--- config.mk ---
export PLATFORM = sky130hd
export DESIGN_NAME = datapath
export DESIGN_NICKNAME = d
export VERILOG_FILES = /design/src/rtl/datapath_pkg.sv /design/src/rtl/regfile.sv /design/src/rtl/datapath.sv
export SDC_FILE = /design/constraint.sdc
export NUM_CORES = 2
export LEC_CHECK = 0
export BUFFER_PORTS_ARGS = -buffer_cell sky130_fd_sc_hd__buf_2
export CAP_MARGIN = 10
export CORE_MARGIN = 2
export CORE_UTILIZATION = 50
export DETAILED_ROUTE_END_ITERATION = 6
export GPL_TIMING_DRIVEN = 1
export HOLD_SLACK_MARGIN = 0.08
export PLACE_DENSITY = 0.72
export SYNTH_ARGS = -nofsm -noshare
export SYNTH_HDL_FRONTEND = slang
export SYNTH_MEMORY_MAX_BITS = 65536
export SYNTH_SLANG_ARGS = --single-unit
--- constraint.sdc ---
create_clock -name Clock -period 17.2 [get_ports Clock]
set_input_delay 2.58 -clock Clock [delete_from_list [all_inputs] [get_ports Clock]]
set_output_delay 2.58 -clock Clock [all_outputs]
set_load 0.02 [all_outputs]
--- src/rtl/datapath_pkg.sv ---
// Shared widths and ALU opcode encoding for the datapath slice.
package datapath_pkg;

  localparam int unsigned DATA_W = 16;
  localparam int unsigned RF_AW  = 4;
  localparam int unsigned DM_AW  = 8;

  typedef enum logic [2:0] {
    ALU_ZERO   = 3'b000,
    ALU_ADD    = 3'b001,
    ALU_SUB    = 3'b010,
    ALU_PASS_A = 3'b011,
    ALU_XOR    = 3'b100,
    ALU_OR     = 3'b101,
    ALU_AND    = 3'b110,
    ALU_INC    = 3'b111
  } alu_op_e;

endpackage

--- src/rtl/regfile.sv ---
// 16 x 16 register file: two combinational read ports, one synchronous
// write port, synchronous clear. Reads never bypass a same-edge write.
module regfile
  import datapath_pkg::*;
(
  input  logic              clk,
  input  logic              rst,
  input  logic              we,
  input  logic [RF_AW-1:0]  w_addr,
  input  logic [DATA_W-1:0] w_data,
  input  logic [RF_AW-1:0]  ra_addr,
  input  logic [RF_AW-1:0]  rb_addr,
  output logic [DATA_W-1:0] ra_data,
  output logic [DATA_W-1:0] rb_data
);

  localparam int unsigned NREGS = 1 << RF_AW;

  logic [DATA_W-1:0] regs [NREGS];

  // Register storage: reset clears every entry and masks the write.
  always_ff @(posedge clk) begin
    if (rst) begin
      for (int unsigned i = 0; i < NREGS; i++) begin
        regs[i] <= '0;
      end
    end else if (we) begin
      regs[w_addr] <= w_data;
    end
  end

  // Combinational read ports.
  always_comb begin
    ra_data = regs[ra_addr];
    rb_data = regs[rb_addr];
  end

endmodule

--- src/rtl/datapath.sv ---
// Datapath: register file, combinational ALU, RF write-data mux and a
// 256 x 16 single-port data memory with a registered, read-first output.
module datapath
  import datapath_pkg::*;
(
  input  logic              Clock,
  input  logic              Reset,
  input  logic [DM_AW-1:0]  D_addr,
  input  logic              D_wr,
  input  logic              RF_s,
  input  logic [RF_AW-1:0]  RF_W_addr,
  input  logic              RF_W_en,
  input  logic [RF_AW-1:0]  RF_Ra_addr,
  input  logic [RF_AW-1:0]  RF_Rb_addr,
  input  logic [2:0]        ALU_s0,
  output logic [DATA_W-1:0] Ra_data,
  output logic [DATA_W-1:0] Rb_data,
  output logic [DATA_W-1:0] ALU_out,
  output logic [DATA_W-1:0] D_out,
  output logic              ALU_zero
);

  localparam int unsigned DM_DEPTH = 1 << DM_AW;

  logic [DATA_W-1:0] rf_w_data;
  logic [DATA_W-1:0] mem [DM_DEPTH];

  regfile u_regfile (
    .clk     (Clock),
    .rst     (Reset),
    .we      (RF_W_en),
    .w_addr  (RF_W_addr),
    .w_data  (rf_w_data),
    .ra_addr (RF_Ra_addr),
    .rb_addr (RF_Rb_addr),
    .ra_data (Ra_data),
    .rb_data (Rb_data)
  );

  // RF write-data select: ALU result or registered memory read data.
  always_comb begin
    rf_w_data = RF_s ? ALU_out : D_out;
  end

  // ALU: unsigned modulo-2^16 arithmetic, carries discarded.
  always_comb begin
    ALU_out = '0;
    unique case (alu_op_e'(ALU_s0))
      ALU_ZERO:   ALU_out = '0;
      ALU_ADD:    ALU_out = Ra_data + Rb_data;
      ALU_SUB:    ALU_out = Ra_data - Rb_data;
      ALU_PASS_A: ALU_out = Ra_data;
      ALU_XOR:    ALU_out = Ra_data ^ Rb_data;
      ALU_OR:     ALU_out = Ra_data | Rb_data;
      ALU_AND:    ALU_out = Ra_data & Rb_data;
      ALU_INC:    ALU_out = Ra_data + DATA_W'(1);
      default:    ALU_out = '0;
    endcase
  end

  // Zero flag derived directly from the ALU result.
  always_comb begin
    ALU_zero = (ALU_out == '0);
  end

  // Memory array write; contents survive reset, reset only gates the write.
  always_ff @(posedge Clock) begin
    if (D_wr && !Reset) begin
      mem[D_addr] <= Ra_data;
    end
  end

  // Registered read port; read-first, so a same-address write shows old data.
  always_ff @(posedge Clock) begin
    if (Reset) begin
      D_out <= '0;
    end else begin
      D_out <= mem[D_addr];
    end
  end

endmodule

==> results.tsv <==
metric	value	unit
critPathCaptureType	output port	
startpoint_type	input port	
post-route-min-period	11190	ps
ctsHoldBuffers	0	
synth_xor_area_frac	0.00117	
post_drt_wl_per_cell	35.4	microns
synth_compound_area_frac	0.00821	
outcome	complete, but fails checks	
nFillCells	24217	
ant_nets	0	
top_layer_used	met5	
synth_ff_type	edfxtp_1	
io_pins	93	
synth_area	173000	sq um
vdd_drop_max	0.0890	mV
async_flop_share	0	
violations	DRC	
fmax	89.4	MHz
clockBufferDepth	4	
drv_cap	0	
cts.reportedPaths.clkPinSlew	60	ps
vias_per_cell	6.59	
synth_top_family_by_area	multiplexers	
met3WireLength	56.5	mm
finClkSkew	75.1	ps
vias	84765	
synth_edf_count	4352	
switching_power	5.17	mW
rsz0062_at_grt	no	
syn_inst	7460	
core_area	343000	sq um
synth_cell_types	75	
grt_max_degree	202	
gp_congestion	0.871	
avgSynthCellArea	23.1	sq um
leakagePower	60.8	nW
post-route-period-util	0.650	
fin_nets	8013	
yosysSeqAreaShare	0.759	
syn_to_final_growth	12.4	%
critical-path-top-delay-family	compound AO/OA/AOI/OAI gates	
dieArea	350000	sq um
post_cts_buffers	0	
h-tree-depth	5	
switching_share	0.226	
maxSlewHeadroom	0.124	
start_util	0.503	
synth_fa_ha_area_frac	0.00374	
cts_tree	yes	
cp.required	14620	ps
yosys_warnings	0	
cts-root-buf	clkbuf_16	
tns	0	ps
combinationalPowerShare	0.075	
drive_gt1_frac	0.336	
power_frac_seq	0.527	
p_per_area	118	nW/um^2
port_buffers	92	
cpPeakStageDelay	730	ps
maxSlewViolCount	0	
numCtsBuffers	419	
syn_nets	7539	
dieWidth	591	microns
synth_seq_cells	4368	
hold_class	reg -> reg	
slowest_stage	buf_4	
arrival	8610	ps
clkPwrFrac	0.398	
core.rowCount	215	
drc	1	
antenna_found_initial	22	
dp_hpwl	262	mm
yosys.area_share.simple	0.0207	
insertion_delay	1000	ps
critical_path_class	in -> out	
hold_violations	0	
die_h	591	microns
grt-ovfl-total	0	
finalSetupViolations	0	
track_usage	0.260	
wl_met2	215	mm
path_cells	buf_4 -> buf_4 -> mux4_2 -> a22oi_1 -> nand2_2 -> inv_1 -> ha_1 -> nand3_1 -> o21ai_1 -> o21ai_0 -> xnor2_1 -> nor2_1 -> ha_1 -> and4_1 -> nand3_1 -> a21oi_1 -> xnor2_4 -> mux2i_1 -> mux2i_2 -> a211o_1 -> nor4_2 -> buf_2	
worst-path-buf-inv	4	
worst_pin_slew	1310	ps
first_global_vias	84562	
first_iter_violations	13341	
crit_fanout	40	
synth.mux.area_fraction	0.194	
p_int	17.7	mW
cts-resized-gates	0	
wirelength_met1	164	mm
cts_sinks	4368	
firstDrtPassIters	7	
report.power.total	22.8	mW
routed_wl	455	mm
grt_pass1_wl	642	mm
==> placed cells by master (no fill, tap or decap), types with 11 or more instances in the layout <==
master	count
a21oi_1	30
a22oi_1	51
buf_12	11
buf_2	84
buf_4	404
bufinv_16	36
clkbuf_1	94
clkbuf_16	426
clkinv_1	91
clkinv_2	88
clkinvlp_4	12
dfxtp_1	16
edfxtp_1	4352
ha_1	50
inv_1	38
mux2i_1	40
mux4_2	1439
mux4_4	16
nand2_1	90
nand2b_1	32
nand3_1	32
nor2_1	367
nor2_2	142
nor2b_1	21
nor3_1	35
nor3_2	38
o21ai_0	15
o21ai_1	14
o22ai_1	21
xnor2_1	14
==> cell usage after synthesis, types with 6 or more instances <==
cell type / n / area (sq um)
ha_1: 50 / 626
nand2_1: 90 / 338
mux4_2: 1455 / 32800
mux2i_2: 8 / 110
buf_6: 21 / 236
nand2b_1: 32 / 200
mux2_2: 6 / 67.6
nor2b_1: 24 / 150
a22oi_1: 51 / 383
nor3_1: 62 / 310
nand3_1: 35 / 175
a21oi_1: 30 / 150
buf_4: 22 / 165
o21ai_0: 15 / 75.1
dfxtp_1: 16 / 320
nor2_1: 510 / 1910
mux2i_1: 42 / 420
nor3_2: 11 / 110
nand4_1: 9 / 56.3
nor4_1: 6 / 37.5
inv_1: 38 / 143
xnor2_1: 14 / 123
clkbuf_1: 232 / 871
buf_2: 135 / 676
or2_2: 6 / 37.5
o22ai_1: 21 / 131
a22o_1: 9 / 78.8
a221oi_2: 7 / 105
buf_1: 42 / 158
edfxtp_1: 4352 / 131000
o21ai_1: 14 / 70.1
==> power groups by stage <==
stage | Clock, mW | Sequential (mW) | Combinational, mW
floorplan | 0 | 12.3 | 1.01
global placement | 0 | 12.3 | 1.65
detailed placement | 0 | 12.3 | 1.70
CTS | 9.16 | 12.0 | 1.70
global route | 9.57 | 12.0 | 1.79
finish | 9.08 | 12.0 | 1.71
==> sequential cells by signal, summed over array words and instances (netlist names) <==
| signal | flops |
|---|---|
| mem | 4096 |
| u_regfile.regs | 256 |
| D_out | 16 |
==> routing by layer <==
layer  track usage  vias up
li1              -    32803
met1         0.358    45071
met2         0.406     5946
met3        0.0664      937
met4        0.0972        8
met5             0        -
==> cell families after synthesis <==
family,Yosys count
compound gates,196
xor+xnor,20
mux,1514
flops,4368
fa+ha+maj,51
simple gates,815
buf+inv,496
==> tightest hold or removal path, stage by stage, from the launching register on <==
cell and delay [ps]:
dfxtp_1 510, a21oi_2 290, nor2_1 120
==> through the flow <==
step / setup slack (ps) / utilization / instance area (sq um) / std cells / hold slack (ps)
2_1_floorplan: 6070 / - / 173000 / 7460 / 747
3_3_place_gp: 6140 / 0.526 / 180000 / 12066 / 995
3_5_place_dp: 5990 / 0.526 / 180000 / 12067 / 1020
4_1_cts: 5980 / 0.565 / 194000 / 12848 / 1030
5_1_grt: 5550 / 0.565 / 194000 / 12853 / 1070
6_report: 6010 / 0.565 / 194000 / 12860 / 1050
==> final timing paths <==
check	start	depth (start not counted)	to	slack, ps
worst max-delay path	RF_Rb_addr[0]	22	ALU_zero	6010
worst min-delay path	D_out[9]	2	u_regfile.regs[4][9]	1050
worst max register to register	u_regfile.regs[12][0]	14	u_regfile.regs[12][12]	11530
worst min register to register	D_out[9]	2	u_regfile.regs[4][9]	1050
==> layout make-up <==
class                      count  area [sq um]  share of cell area
sequential                  4368        131000               0.675
multi-input combinational   2596         39900               0.205
clock buffer                 527         11100              0.0573
tap                         4557          5700              0.0294
timing repair buffer         505          3780              0.0195
clock inverter               254          2350              0.0121
inverter                      44           170            0.000877
antenna                        9          22.5            0.000116
Note: power is estimated with default switching activity, not from simulation.
